[src/rtl/conv_sched_pkg.sv]
// Shared types and constants for the conv channel scheduler.
package conv_sched_pkg;

  // Scheduler states; the encoding is also exposed on the debug port.
  typedef enum logic [2:0] {
    IDLE  = 3'd0,
    ARM   = 3'd1,
    START = 3'd2,
    RUN   = 3'd3,
    NEXT  = 3'd4,
    ERROR = 3'd5
  } state_t;

  // Error codes reported on err_code while in ERROR.
  localparam logic [1:0] ERR_NONE    = 2'b00;
  localparam logic [1:0] ERR_TIMEOUT = 2'b01;
  localparam logic [1:0] ERR_COLS    = 2'b10;
  localparam logic [1:0] ERR_CREDIT  = 2'b11;

  // Output columns produced per kernel by a valid-only convolution.
  function automatic int cols_per_ch(input int image_size, input int kernel_size);
    return image_size - kernel_size + 1;
  endfunction

  // Index width that never collapses to zero bits for single-entry ranges.
  function automatic int index_width(input int n);
    return (n > 1) ? $clog2(n) : 1;
  endfunction

endpackage

[src/rtl/conv_channel_scheduler_if.sv]
// Engine-side and tag-side signals of the conv channel scheduler.
//
// Handshake semantics: engine_start is a single-cycle command pulse.
// engine_col_valid and tag_valid are pure valid qualifiers with no ready:
// a column is transferred in every cycle its valid is high, and the sink
// can never stall it. Downstream back-pressure is handled upstream of the
// engine by credits, so the scheduler only starts a kernel once enough
// column-buffer slots are reserved. engine_done is a single-cycle pulse
// that may coincide with the last column's valid.
interface conv_channel_scheduler_if #(
  parameter int CH_W  = 3,
  parameter int COL_W = 5
);
  logic             engine_start;
  logic [CH_W-1:0]  engine_kernel_sel;
  logic             engine_col_valid;
  logic             engine_done;
  logic             tag_valid;
  logic [CH_W-1:0]  tag_channel;
  logic [COL_W-1:0] tag_col;

  // Scheduler side.
  modport master (
    output engine_start, engine_kernel_sel, tag_valid, tag_channel, tag_col,
    input  engine_col_valid, engine_done
  );

  // Engine and feature-map writer side.
  modport slave (
    input  engine_start, engine_kernel_sel, tag_valid, tag_channel, tag_col,
    output engine_col_valid, engine_done
  );
endinterface

[src/rtl/conv_credit_counter.sv]
// Saturating credit counter: one reservation of RESERVE slots per kernel,
// one slot returned per credit pulse, with a return-overflow flag.
module conv_credit_counter #(
  parameter  int CREDIT_MAX = 48,
  parameter  int RESERVE    = 24,
  localparam int W          = $clog2(CREDIT_MAX + 1)
) (
  input  logic         clk,
  input  logic         rst,
  input  logic         reserve,
  input  logic         ret,
  output logic [W-1:0] count,
  output logic         overflow
);

  localparam logic [W:0] RES_V = (W + 1)'(RESERVE);
  localparam logic [W:0] MAX_V = (W + 1)'(CREDIT_MAX);

  logic [W:0] sum;

  // A return arriving while the counter is already full is dropped and
  // reported; a return coinciding with a reservation always fits.
  assign overflow = ret && !reserve && (count == MAX_V[W-1:0]);

  // Net effect of this cycle's return and reservation, clamped to range.
  always_comb begin
    sum = {1'b0, count} + {{W{1'b0}}, ret};
    if (reserve) begin
      sum = (sum >= RES_V) ? (sum - RES_V) : '0;
    end
    if (sum > MAX_V) begin
      sum = MAX_V;
    end
  end

  // Credit register; reset restores the full downstream buffer.
  always_ff @(posedge clk or posedge rst) begin
    if (rst) begin
      count <= MAX_V[W-1:0];
    end else begin
      count <= sum[W-1:0];
    end
  end

endmodule

[src/rtl/conv_channel_scheduler.sv]
// Runs the column-parallel conv engine once per output channel, tags each
// produced column with channel/column numbers, gates kernel starts on
// downstream credits and traps a hung or misbehaving engine.
module conv_channel_scheduler
  import conv_sched_pkg::*;
#(
  parameter  int NUM_CHANNELS   = 6,
  parameter  int IMAGE_SIZE     = 28,
  parameter  int KERNEL_SIZE    = 5,
  parameter  int CREDIT_MAX     = 48,
  parameter  int TIMEOUT_CYCLES = 4096,
  localparam int CFG_W          = $clog2(NUM_CHANNELS + 1),
  localparam int CRED_W         = $clog2(CREDIT_MAX + 1)
) (
  input  logic                      clk,
  input  logic                      rst,
  input  logic                      layer_start,
  input  logic [CFG_W-1:0]          num_channels_cfg,
  input  logic                      abort,
  input  logic                      credit_return,
  conv_channel_scheduler_if.master  sif,
  output logic                      busy,
  output logic                      layer_done,
  output logic                      error,
  output logic [1:0]                err_code,
  output state_t                    dbg_state,
  output logic [CRED_W-1:0]         dbg_credits
);

  localparam int CH_W  = index_width(NUM_CHANNELS);
  localparam int COL_W = index_width(IMAGE_SIZE);
  localparam int WD_W  = $clog2(TIMEOUT_CYCLES + 1);
  localparam int COLS  = cols_per_ch(IMAGE_SIZE, KERNEL_SIZE);

  localparam logic [COL_W:0]  COLS_V   = (COL_W + 1)'(COLS);
  localparam logic [WD_W-1:0] WD_LAST  = WD_W'(TIMEOUT_CYCLES - 1);
  localparam logic [CRED_W-1:0] COLS_C = CRED_W'(COLS);

  state_t           state_q, state_d;
  logic [CH_W-1:0]  ch_q, ch_d;
  logic [CH_W-1:0]  ch_last_q, ch_last_d;
  logic [COL_W-1:0] col_cnt_q, col_cnt_d;
  logic [WD_W-1:0]  wd_q, wd_d;
  logic [1:0]       err_code_q, err_code_d;

  logic             reserve;
  logic             overflow;
  logic [CRED_W-1:0] credits;
  logic [CH_W-1:0]  cfg_last;
  logic [COL_W:0]   cols_seen;
  logic             col_full;
  logic             last_ch;

  conv_credit_counter #(
    .CREDIT_MAX (CREDIT_MAX),
    .RESERVE    (COLS)
  ) u_credits (
    .clk      (clk),
    .rst      (rst),
    .reserve  (reserve),
    .ret      (credit_return),
    .count    (credits),
    .overflow (overflow)
  );

  // Last channel index for the requested count: 0 means one channel,
  // anything above NUM_CHANNELS is clamped.
  always_comb begin
    if (num_channels_cfg == '0) begin
      cfg_last = '0;
    end else if (int'(num_channels_cfg) > NUM_CHANNELS) begin
      cfg_last = CH_W'(NUM_CHANNELS - 1);
    end else begin
      cfg_last = CH_W'(num_channels_cfg - 1'b1);
    end
  end

  // Column bookkeeping helpers; cols_seen counts a same-cycle valid.
  assign cols_seen = {1'b0, col_cnt_q} + {{COL_W{1'b0}}, sif.engine_col_valid};
  assign col_full  = ({1'b0, col_cnt_q} == COLS_V);
  assign last_ch   = (ch_q == ch_last_q);

  // Next-state logic; credit overflow and then abort override the FSM.
  always_comb begin
    state_d    = state_q;
    ch_d       = ch_q;
    ch_last_d  = ch_last_q;
    col_cnt_d  = col_cnt_q;
    wd_d       = wd_q;
    err_code_d = err_code_q;
    reserve    = 1'b0;
    case (state_q)
      IDLE: begin
        if (layer_start) begin
          ch_last_d = cfg_last;
          ch_d      = '0;
          state_d   = ARM;
        end
      end
      ARM: begin
        if (credits >= COLS_C) begin
          state_d = START;
        end
      end
      START: begin
        reserve   = 1'b1;
        col_cnt_d = '0;
        wd_d      = '0;
        state_d   = RUN;
      end
      RUN: begin
        wd_d = wd_q + 1'b1;
        if (sif.engine_col_valid) begin
          col_cnt_d = col_cnt_q + 1'b1;
        end
        if (sif.engine_col_valid && col_full) begin
          state_d    = ERROR;
          err_code_d = ERR_COLS;
        end else if (sif.engine_done) begin
          if (cols_seen != COLS_V) begin
            state_d    = ERROR;
            err_code_d = ERR_COLS;
          end else begin
            state_d = NEXT;
          end
        end else if (wd_q == WD_LAST) begin
          state_d    = ERROR;
          err_code_d = ERR_TIMEOUT;
        end
      end
      NEXT: begin
        if (last_ch) begin
          state_d = IDLE;
        end else begin
          ch_d    = ch_q + 1'b1;
          state_d = ARM;
        end
      end
      ERROR: begin
        if (layer_start) begin
          err_code_d = ERR_NONE;
          ch_last_d  = cfg_last;
          ch_d       = '0;
          state_d    = ARM;
        end
      end
      default: begin
        state_d = IDLE;
      end
    endcase
    if (overflow) begin
      state_d    = ERROR;
      err_code_d = ERR_CREDIT;
    end
    if (abort) begin
      state_d    = IDLE;
      err_code_d = ERR_NONE;
    end
  end

  // State and counter registers.
  always_ff @(posedge clk or posedge rst) begin
    if (rst) begin
      state_q    <= IDLE;
      ch_q       <= '0;
      ch_last_q  <= '0;
      col_cnt_q  <= '0;
      wd_q       <= '0;
      err_code_q <= ERR_NONE;
    end else begin
      state_q    <= state_d;
      ch_q       <= ch_d;
      ch_last_q  <= ch_last_d;
      col_cnt_q  <= col_cnt_d;
      wd_q       <= wd_d;
      err_code_q <= err_code_d;
    end
  end

  // Outputs are decoded from registered state; only tag_valid and
  // layer_done look at same-cycle inputs.
  assign sif.engine_start      = (state_q == START);
  assign sif.engine_kernel_sel = ch_q;
  assign sif.tag_valid         = (state_q == RUN) && sif.engine_col_valid;
  assign sif.tag_channel       = ch_q;
  assign sif.tag_col           = col_cnt_q;

  assign busy        = (state_q != IDLE) && (state_q != ERROR);
  assign layer_done  = (state_q == NEXT) && last_ch && !abort && !overflow;
  assign error       = (state_q == ERROR);
  assign err_code    = err_code_q;
  assign dbg_state   = state_q;
  assign dbg_credits = credits;

endmodule

[src/flat_wrapper.sv]
// flat-port wrapper written by rule: the top's interface ports become plain ports
module conv_channel_scheduler_flat import conv_sched_pkg::*;
#(
  parameter  int NUM_CHANNELS   = 6,
  parameter  int IMAGE_SIZE     = 28,
  parameter  int KERNEL_SIZE    = 5,
  parameter  int CREDIT_MAX     = 48,
  parameter  int TIMEOUT_CYCLES = 4096,
  localparam int CFG_W          = $clog2(NUM_CHANNELS + 1),
  localparam int CRED_W         = $clog2(CREDIT_MAX + 1)
)
  (clk, rst, layer_start, num_channels_cfg, abort, credit_return, busy, layer_done, error, err_code, dbg_state, dbg_credits, sif_engine_start, sif_engine_kernel_sel, sif_tag_valid, sif_tag_channel, sif_tag_col, sif_engine_col_valid, sif_engine_done);
  conv_channel_scheduler_if #(.CH_W((3)), .COL_W((5))) sif_i ();
  input  logic clk;
  input  logic rst;
  input  logic layer_start;
  input  logic [CFG_W-1:0] num_channels_cfg;
  input  logic abort;
  input  logic credit_return;
  output logic busy;
  output logic layer_done;
  output logic error;
  output logic [1:0] err_code;
  output state_t dbg_state;
  output logic [CRED_W-1:0] dbg_credits;
  output wire logic [$bits(sif_i.engine_start)-1:0] sif_engine_start;
  output wire logic [$bits(sif_i.engine_kernel_sel)-1:0] sif_engine_kernel_sel;
  output wire logic [$bits(sif_i.tag_valid)-1:0] sif_tag_valid;
  output wire logic [$bits(sif_i.tag_channel)-1:0] sif_tag_channel;
  output wire logic [$bits(sif_i.tag_col)-1:0] sif_tag_col;
  input wire logic [$bits(sif_i.engine_col_valid)-1:0] sif_engine_col_valid;
  input wire logic [$bits(sif_i.engine_done)-1:0] sif_engine_done;
  assign sif_engine_start = sif_i.engine_start;
  assign sif_engine_kernel_sel = sif_i.engine_kernel_sel;
  assign sif_tag_valid = sif_i.tag_valid;
  assign sif_tag_channel = sif_i.tag_channel;
  assign sif_tag_col = sif_i.tag_col;
  assign sif_i.engine_col_valid = sif_engine_col_valid;
  assign sif_i.engine_done = sif_engine_done;
  conv_channel_scheduler #(.NUM_CHANNELS(NUM_CHANNELS), .IMAGE_SIZE(IMAGE_SIZE), .KERNEL_SIZE(KERNEL_SIZE), .CREDIT_MAX(CREDIT_MAX), .TIMEOUT_CYCLES(TIMEOUT_CYCLES)) u_core (.clk(clk), .rst(rst), .layer_start(layer_start), .num_channels_cfg(num_channels_cfg), .abort(abort), .credit_return(credit_return), .sif(sif_i), .busy(busy), .layer_done(layer_done), .error(error), .err_code(err_code), .dbg_state(dbg_state), .dbg_credits(dbg_credits));
endmodule
[config.mk]
export PLATFORM = sky130hd
export DESIGN_NAME = conv_channel_scheduler_flat
export DESIGN_NICKNAME = d
export VERILOG_FILES = /design/src/rtl/conv_sched_pkg.sv /design/src/rtl/conv_channel_scheduler_if.sv /design/src/rtl/conv_credit_counter.sv /design/src/rtl/conv_channel_scheduler.sv /design/src/flat_wrapper.sv
export SDC_FILE = /design/constraint.sdc
export NUM_CORES = 1
export LEC_CHECK = 0
export ABC_AREA = 1
export BUFFER_PORTS_ARGS = -buffer_cell sky130_fd_sc_hd__buf_2
export CORE_ASPECT_RATIO = 0.9
export CORE_MARGIN = 8
export CORE_UTILIZATION = 25
export CTS_CLUSTER_DIAMETER = 60
export CTS_CLUSTER_SIZE = 8
export DETAILED_ROUTE_END_ITERATION = 8
export SLEW_MARGIN = 20
export SYNTH_ARGS = -nofsm -noshare
export SYNTH_HDL_FRONTEND = slang
export SYNTH_SLANG_ARGS = --single-unit
[constraint.sdc]
create_clock -name clk -period 4.9 [get_ports clk]
set_input_delay 0.98 -clock clk [delete_from_list [all_inputs] [get_ports clk]]
set_output_delay 0.98 -clock clk [all_outputs]
set_load 0.005 [all_outputs]
Word-level counts from Yosys, hierarchy flattened. Cells that the tools add are included.

Bits in registers: 35. Input bits: 10. Output and inout port bits: 27.

Add/sub/neg operators: 7. Magnitude comparators: 4. Eq/ne operators: 19. Mux-type cells: 30. Reductions and logical operators: 23.

Operators by type and width (number): $mux W3 (11); $pmux W13 S2 (1); $pmux W3 S5 (1); $mux W2 (7); $mux W7 (2); $add A13 B1 Y13 const B (1); $eq A13 B12 Y1 const B (1); $ne A6 B3 Y1 const B (2); $pmux W5 S2 (1); $logic_and A1 B1 Y1 (8); $add A6 B1 Y7 (1); $ge A7 B5 Y1 const B (1); $gt A7 B6 Y1 const B (1); $sub A7 B5 Y7 const B (1); $add A5 B1 Y6 (1); $eq A3 B2 Y1 const B (2); $eq A3 B3 Y1 const B (2); $eq A6 B6 Y1 const B (1); $ge A6 B5 Y1 const B (1); $logic_not A3 Y1 (2); $mux W6 (1); $ne A6 B5 Y1 const B (1); $pmux W3 S2 (1); $reduce_and A3 Y1 (2); other kinds (23) (30).

Depth between registers and ports, before layout.
Depth after elaboration: 8. Mapped depth: 18.

By module. From an unflattened synthesis, not the netlist that was laid out.

Cell total of the unflattened synthesis: 335. Area, all modules: 2408.6 µm².

Modules (own cells, without submodules): conv_channel_scheduler (instances 1, cells each 248, area each 1839.3 µm², sequential area each 725.7 µm²); conv_credit_counter (instances 1, cells each 87, area each 569.3 µm², sequential area each 152.6 µm²).

Worst setup path before layout. No wires, ideal clock.

Kind: input-to-reg. From: in credit_return. To: reg u_core.u_credits.count[0]. Library setup time: 0.072 ns. Data arrival time: 2.545 ns. Data required time: 4.828 ns. Setup slack: 2.283 ns. Cell stages on the path: 16. Buffers on the path: 0. Cell sequence: ha_1 ha_1 nand3_1 inv_1 nand2_1 nand2_1 ha_1 inv_1 nand2_1 nor2_4 nand3_2 nand2_1 inv_1 nand3_2 nand2_1 nor2_1.

Word-level cells in the longest chain between the ends: 6. Elaborated cells on any way between the ends: 7. Those cells by class: add/sub: 2; order compare: 2; mux: 3.

Ends and longest elaborated chain: start: declaration (RTL line flat_wrapper.sv:19) `input logic credit_return;`; $add A6 B1 Y7 * (RTL line conv_credit_counter.sv:27) `sum = {1'b0, count} + {{W{1'b0}}, ret};`; $sub A7 B5 Y7 or $ge A7 B5 Y1 (tied branches) (RTL line conv_credit_counter.sv:29) `sum = (sum >= RES_V) ? (sum - RES_V) : '0;`; $mux W7 (RTL line conv_credit_counter.sv:29); $mux W7 * (RTL line conv_credit_counter.sv:28) `if (reserve) begin`; $gt A7 B6 Y1 (RTL line conv_credit_counter.sv:31) `if (sum > MAX_V) begin`; $mux W6 * (RTL line conv_credit_counter.sv:31); net u_core.u_credits.sum[0] (RTL line conv_credit_counter.sv:19) `logic [W:0] sum;`; end signal: assignment (RTL line conv_credit_counter.sv:39) `count <= MAX_V[W-1:0];`; end signal: assignment (RTL line conv_credit_counter.sv:41) `count <= sum[W-1:0];`; end: declaration (RTL line conv_credit_counter.sv:12) `output logic [W-1:0] count,`.

The timed path passes the listed nets; every way through them passes the cells marked *. A chain may end at the register's enable or synchronous reset.

Worst setup path in the final report.
From: reg u_core.state_q[1], in the netlist u_core.dbg_state[1]. To: out layer_done.

Word-level cells in the longest chain between the ends: 7. Elaborated cells on any way between the ends: 10. Those cells by class: eq/ne: 2; mux: 1; reduce/logical: 7.

Ends and longest elaborated chain: start: declaration (RTL line conv_channel_scheduler.sv:39) `state_t state_q, state_d;`; start signal: assignment (RTL line conv_channel_scheduler.sv:171) `state_q <= state_d;`; $eq A3 B2 Y1 (RTL line conv_channel_scheduler.sv:92) `case (state_q)`; $mux W1 (RTL line conv_channel_scheduler.sv:92); $logic_not A1 Y1 (RTL line conv_credit_counter.sv:23) `assign overflow = ret && !reserve && (count == MAX_V[W-1:0]);`; $logic_and A1 B1 Y1 (2 in a row) (RTL line conv_credit_counter.sv:23); $logic_not A1 Y1 (RTL line conv_channel_scheduler.sv:189) `assign layer_done = (state_q == NEXT) && last_ch && !abort && !overflow;`; $logic_and A1 B1 Y1 * (RTL line conv_channel_scheduler.sv:189); end: declaration (RTL line flat_wrapper.sv:21) `output logic layer_done;`.

Every way passes the cells marked *; elsewhere a longest branch is shown, timed or not.

==> qor.txt <==
POWER
------------------------------------------------------------------------------
VDD IR-drop max                                                       0.237 mV
Static leakage                                                         1.42 nW
Clk network pwr share                                                    18.6%
Ratio of total power to cell area                                   457 nW/um2
Fraction of power consumed by sequential logic                           35.8%
Switch share                                                             43.8%
Power Internal                                                        0.710 mW
Net switching power                                                   0.553 mW
Total Power                                                            1.26 mW
Share of power burned in combinational logic                             45.7%

SYNTHESIS
------------------------------------------------------------------------------
Area leader, netlist                                              sky130_fd_sc_hd__dfrtp_1
Synthesized netlist cell count                                             312
Xor and xnor fraction of the mapped netlist area                         2.97%
Compound-gate portion of the synthesized area                            10.0%
EDFF count, synth                                                            0
Post-synthesis register bit count                                           35
Post-Syn Nets                                                              334
Adder and majority cell fraction of the synthesized area                 6.36%
Sequential fraction of the synthesis area                                37.2%
Synthesis warning total                                                      0
Main combinational cell family by area after synthesis            simple AND/OR/NAND/NOR gates
Number of distinct library cells after synthesis                            36
Simple-gate share of the synthesized area                                33.9%
Share of the synthesized area in the top cell type                       35.0%
Primary flip-flop cell chosen by synthesis mapping                sky130_fd_sc_hd__dfrtp_1
Post-synthesis async set-or-reset flop share                              100%
Netlist area before placement                                         2360 um2
Avg Inst Size Synth                                                   7.57 um2
Portion of netlist area occupied by mux cells                               0%
Cells taking the most area after synthesis                        sky130_fd_sc_hd__dfrtp_1, sky130_fd_sc_hd__nand2_1, sky130_fd_sc_hd__inv_1, sky130_fd_sc_hd__ha_1, sky130_fd_sc_hd__nand3_1

CELLS AND AREA
------------------------------------------------------------------------------
Layout Cells excl Fill                                                     474
Most common cell after layout, fill and taps aside                sky130_fd_sc_hd__nand2_1
Net count of the finished layout                                           373
Fraction of final layout cells sized beyond drive strength 1             21.6%
Top library cells by usage in the layout, fill and taps aside     sky130_fd_sc_hd__nand2_1, sky130_fd_sc_hd__inv_1, sky130_fd_sc_hd__buf_2
Antenna cell count                                                           0
Syn-to-layout area delta                                                 17.0%
Final core utilization                                                   30.1%

CLOCK NETWORK
------------------------------------------------------------------------------
CTS max path bufs                                                            2
# clock sinks                                                               35
Post-CTS setup-driven buffer insertion count                                 0
Deepest level of the CTS H-tree                                              2
Inserted Clock Buffers                                                       5
# hold bufs at CTS                                                           0
Clk_lat worst skew                                                     0.29 ns
CTS clock-pin slew for the worst setup and hold paths                  0.07 ns
Buffer type at the clock tree root                                sky130_fd_sc_hd__clkbuf_8
Post-cts resize count                                                        0
CTS tree                                                                  done

PLACE
------------------------------------------------------------------------------
Post-Place Cells                                                           466
Final estimated routing congestion in global placement                   0.839
Port buffer count                                                           36
DPL Wire Length                                                        4.34 mm

GLOBAL ROUTING
------------------------------------------------------------------------------
Wire length of the first global-routing pass                           9.81 mm
Most used routing layer in global routing                                 met2
Global routing usage summed across all routing layers                    9.22%
Largest net degree at the start of global routing                           36
Fraction of met2 tracks used by global routing                           15.7%
Global-route met1 utilization                                            11.2%
Sum of overflow across all layers after global routing                       0
Number of global-route vias before repair                                 2129
M3 GR Usage                                                              2.08%
Antenna violations before repair                                             0

WORST HOLD PATH
------------------------------------------------------------------------------
Hold Path Class                                                     reg -> reg

TIMING
------------------------------------------------------------------------------
RSZ-0062 raised after global routing                                     false
Post-route fraction of the period consumed by the critical path          59.7%
Setup skew after layout                                             0.00679 ns
Final hold violation count                                                   0
Slew at the pin with the worst max-slew slack                         0.454 ns
Number of max-slew violations in the final report                            0
Worst relative slew slack                                                69.7%
Final number of setup-violating endpoints                                    0
Achievable Freq                                                        342 MHz
Summed negative setup slack over all endpoints                            0 ns
Min Tclk post-route                                                    2.93 ns

DETAILED ROUTING
------------------------------------------------------------------------------
Routed wire per std cell                                               11.7 um
Per-cell via count in the routed design                                   4.43
Number of iterations in the first detailed-routing pass                      4
Remaining antenna violation count after routing                              0
DRC violations left                                                          0
Final routed wirelength across all metal layers                        5.54 mm
Detailed Route Iter0 Violations                                             76
Total via count in the routed design                                      2102

CRITICAL PATH
------------------------------------------------------------------------------
Critical Path AT                                                       1.95 ns
CP peak stage delay                                                    0.45 ns
Max FO, Critical Path                                                       13
Critical path's slowest cell                                      sky130_fd_sc_hd__dfrtp_1
Kind of start point of the critical path                              register
Required time at the worst-slack endpoint                              3.92 ns
Type of the setup path with the least slack                         reg -> out
List of cells traversed by the critical path                      inv_2 > nor2_4 > nand2_2 > nand4_4 > nand2_1 > nor4_1 > buf_2
Category of the worst setup path capture point                      output pin

FLOORPLAN
------------------------------------------------------------------------------
IO Count                                                                    37
Full die area                                                        12800 um2
Initial core utilization                                                 25.8%
Standard cell core area                                               9170 um2
Die Height                                                              108 um
Standard-cell rows                                                          33
X dimension of the die                                                  118 um

JOB
------------------------------------------------------------------------------
Number of maximum-capacitance violations                                     0

STATUS
------------------------------------------------------------------------------
Outcome                                                           complete, no violations

through the flow:
step / instance area (um2) / setup slack (ns) / hold slack [ns]
6_report: 2760 / 1.97 / 0.473
4_1_cts: 2760 / 1.94 / 0.480
2_1_floorplan: 2360 / 2.28 / 0.446
3_5_place_dp: 2660 / 1.95 / 0.462
5_1_grt: 2760 / 1.81 / 0.492
3_3_place_gp: 2660 / 2.06 / 0.468
cells by family (layout without fill, tap and decap cells):
family | count (synthesis) | after routing
compound gates | 43 | 43
buf+inv | 55 | 95
fa+ha+maj | 12 | 12
xor+xnor | 8 | 8
flops | 35 | 35
simple gates | 159 | 159
registers in the layout, indices dropped and copies added, names as in the netlist:
name	cells
u_core.dbg_state	3
u_core.sif.tag_col	5
u_core.u_credits.count	6
u_core.wd_q	13
u_core.ch_last_q	3
u_core.sif.engine_kernel_sel	3
u_core.err_code	2
power by group through the flow:
stage	clock network [mW]	logic, mW	registers [mW]
after floorplan	0	0.430	0.441
after global placement	0	0.575	0.457
after detailed placement	0	0.586	0.458
after CTS	0.244	0.589	0.452
after global routing	0.258	0.667	0.466
final	0.234	0.577	0.452
layer usage:
metal | part of all wire [%] | wire, um | vias up
li1 | - | - | 1081
met1 | 47 | 2620 | 962
met5 | 0 | 0 | -
met2 | 47 | 2620 | 50
met4 | 1.8 | 98 | 0
met3 | 3.8 | 211 | 9
synth_stat cells, types with 2 or more instances:
| cell | n |
|---|---|
| sky130_fd_sc_hd__nand2_1 | 67 |
| sky130_fd_sc_hd__inv_1 | 46 |
| sky130_fd_sc_hd__dfrtp_1 | 33 |
| sky130_fd_sc_hd__nand3_1 | 29 |
| sky130_fd_sc_hd__nor2_1 | 26 |
| sky130_fd_sc_hd__o21ai_0 | 20 |
| sky130_fd_sc_hd__a21oi_1 | 13 |
| sky130_fd_sc_hd__ha_1 | 12 |
| sky130_fd_sc_hd__nand2_2 | 6 |
| sky130_fd_sc_hd__nor2_4 | 5 |
| sky130_fd_sc_hd__xnor2_1 | 5 |
| sky130_fd_sc_hd__inv_2 | 4 |
| sky130_fd_sc_hd__nand4_1 | 4 |
| sky130_fd_sc_hd__nor3_1 | 4 |
| sky130_fd_sc_hd__buf_4 | 3 |
| sky130_fd_sc_hd__nand2_4 | 3 |
| sky130_fd_sc_hd__nand3_2 | 3 |
| sky130_fd_sc_hd__nor2_2 | 3 |
| sky130_fd_sc_hd__o21ai_1 | 3 |
| sky130_fd_sc_hd__xor2_1 | 3 |
| sky130_fd_sc_hd__a21oi_2 | 2 |
| sky130_fd_sc_hd__and3_1 | 2 |
| sky130_fd_sc_hd__dfstp_2 | 2 |
| sky130_fd_sc_hd__nand3b_1 | 2 |
final timing paths:
kind                                                start                         to  slack, ns  depth (start not counted)
worst max-delay path                  u_core.dbg_state[1]                 layer_done       1.97                          7
worst min-delay path                   u_core.err_code[0]         u_core.err_code[0]       0.47                          2
worst max register to register  u_core.u_credits.count[0]  u_core.u_credits.count[0]       2.64                         16
worst min register to register         u_core.err_code[0]         u_core.err_code[0]       0.47                          2
max in group asynchronous                             rst  u_core.u_credits.count[5]       3.77                          3
min in group asynchronous                             rst         u_core.err_code[1]       0.78                          3
worst max-delay path, delay by kind of cell, from the launching register on:
kind,cells,cell delay [ns]
buffers and inverters,2,0.25
DFF,1,0.45
and+or+nand+nor,5,0.94
final cells by class:
class | count | area (um2)
Tap cell | 122 | 153
Fill cell | 987 | 6400
Sequential cell | 35 | 878
Inverter | 50 | 188
Multi-Input combinational cell | 222 | 1260
Timing Repair Buffer | 37 | 188
Clock buffer | 8 | 100
Power figures use the tool's default switching activity.
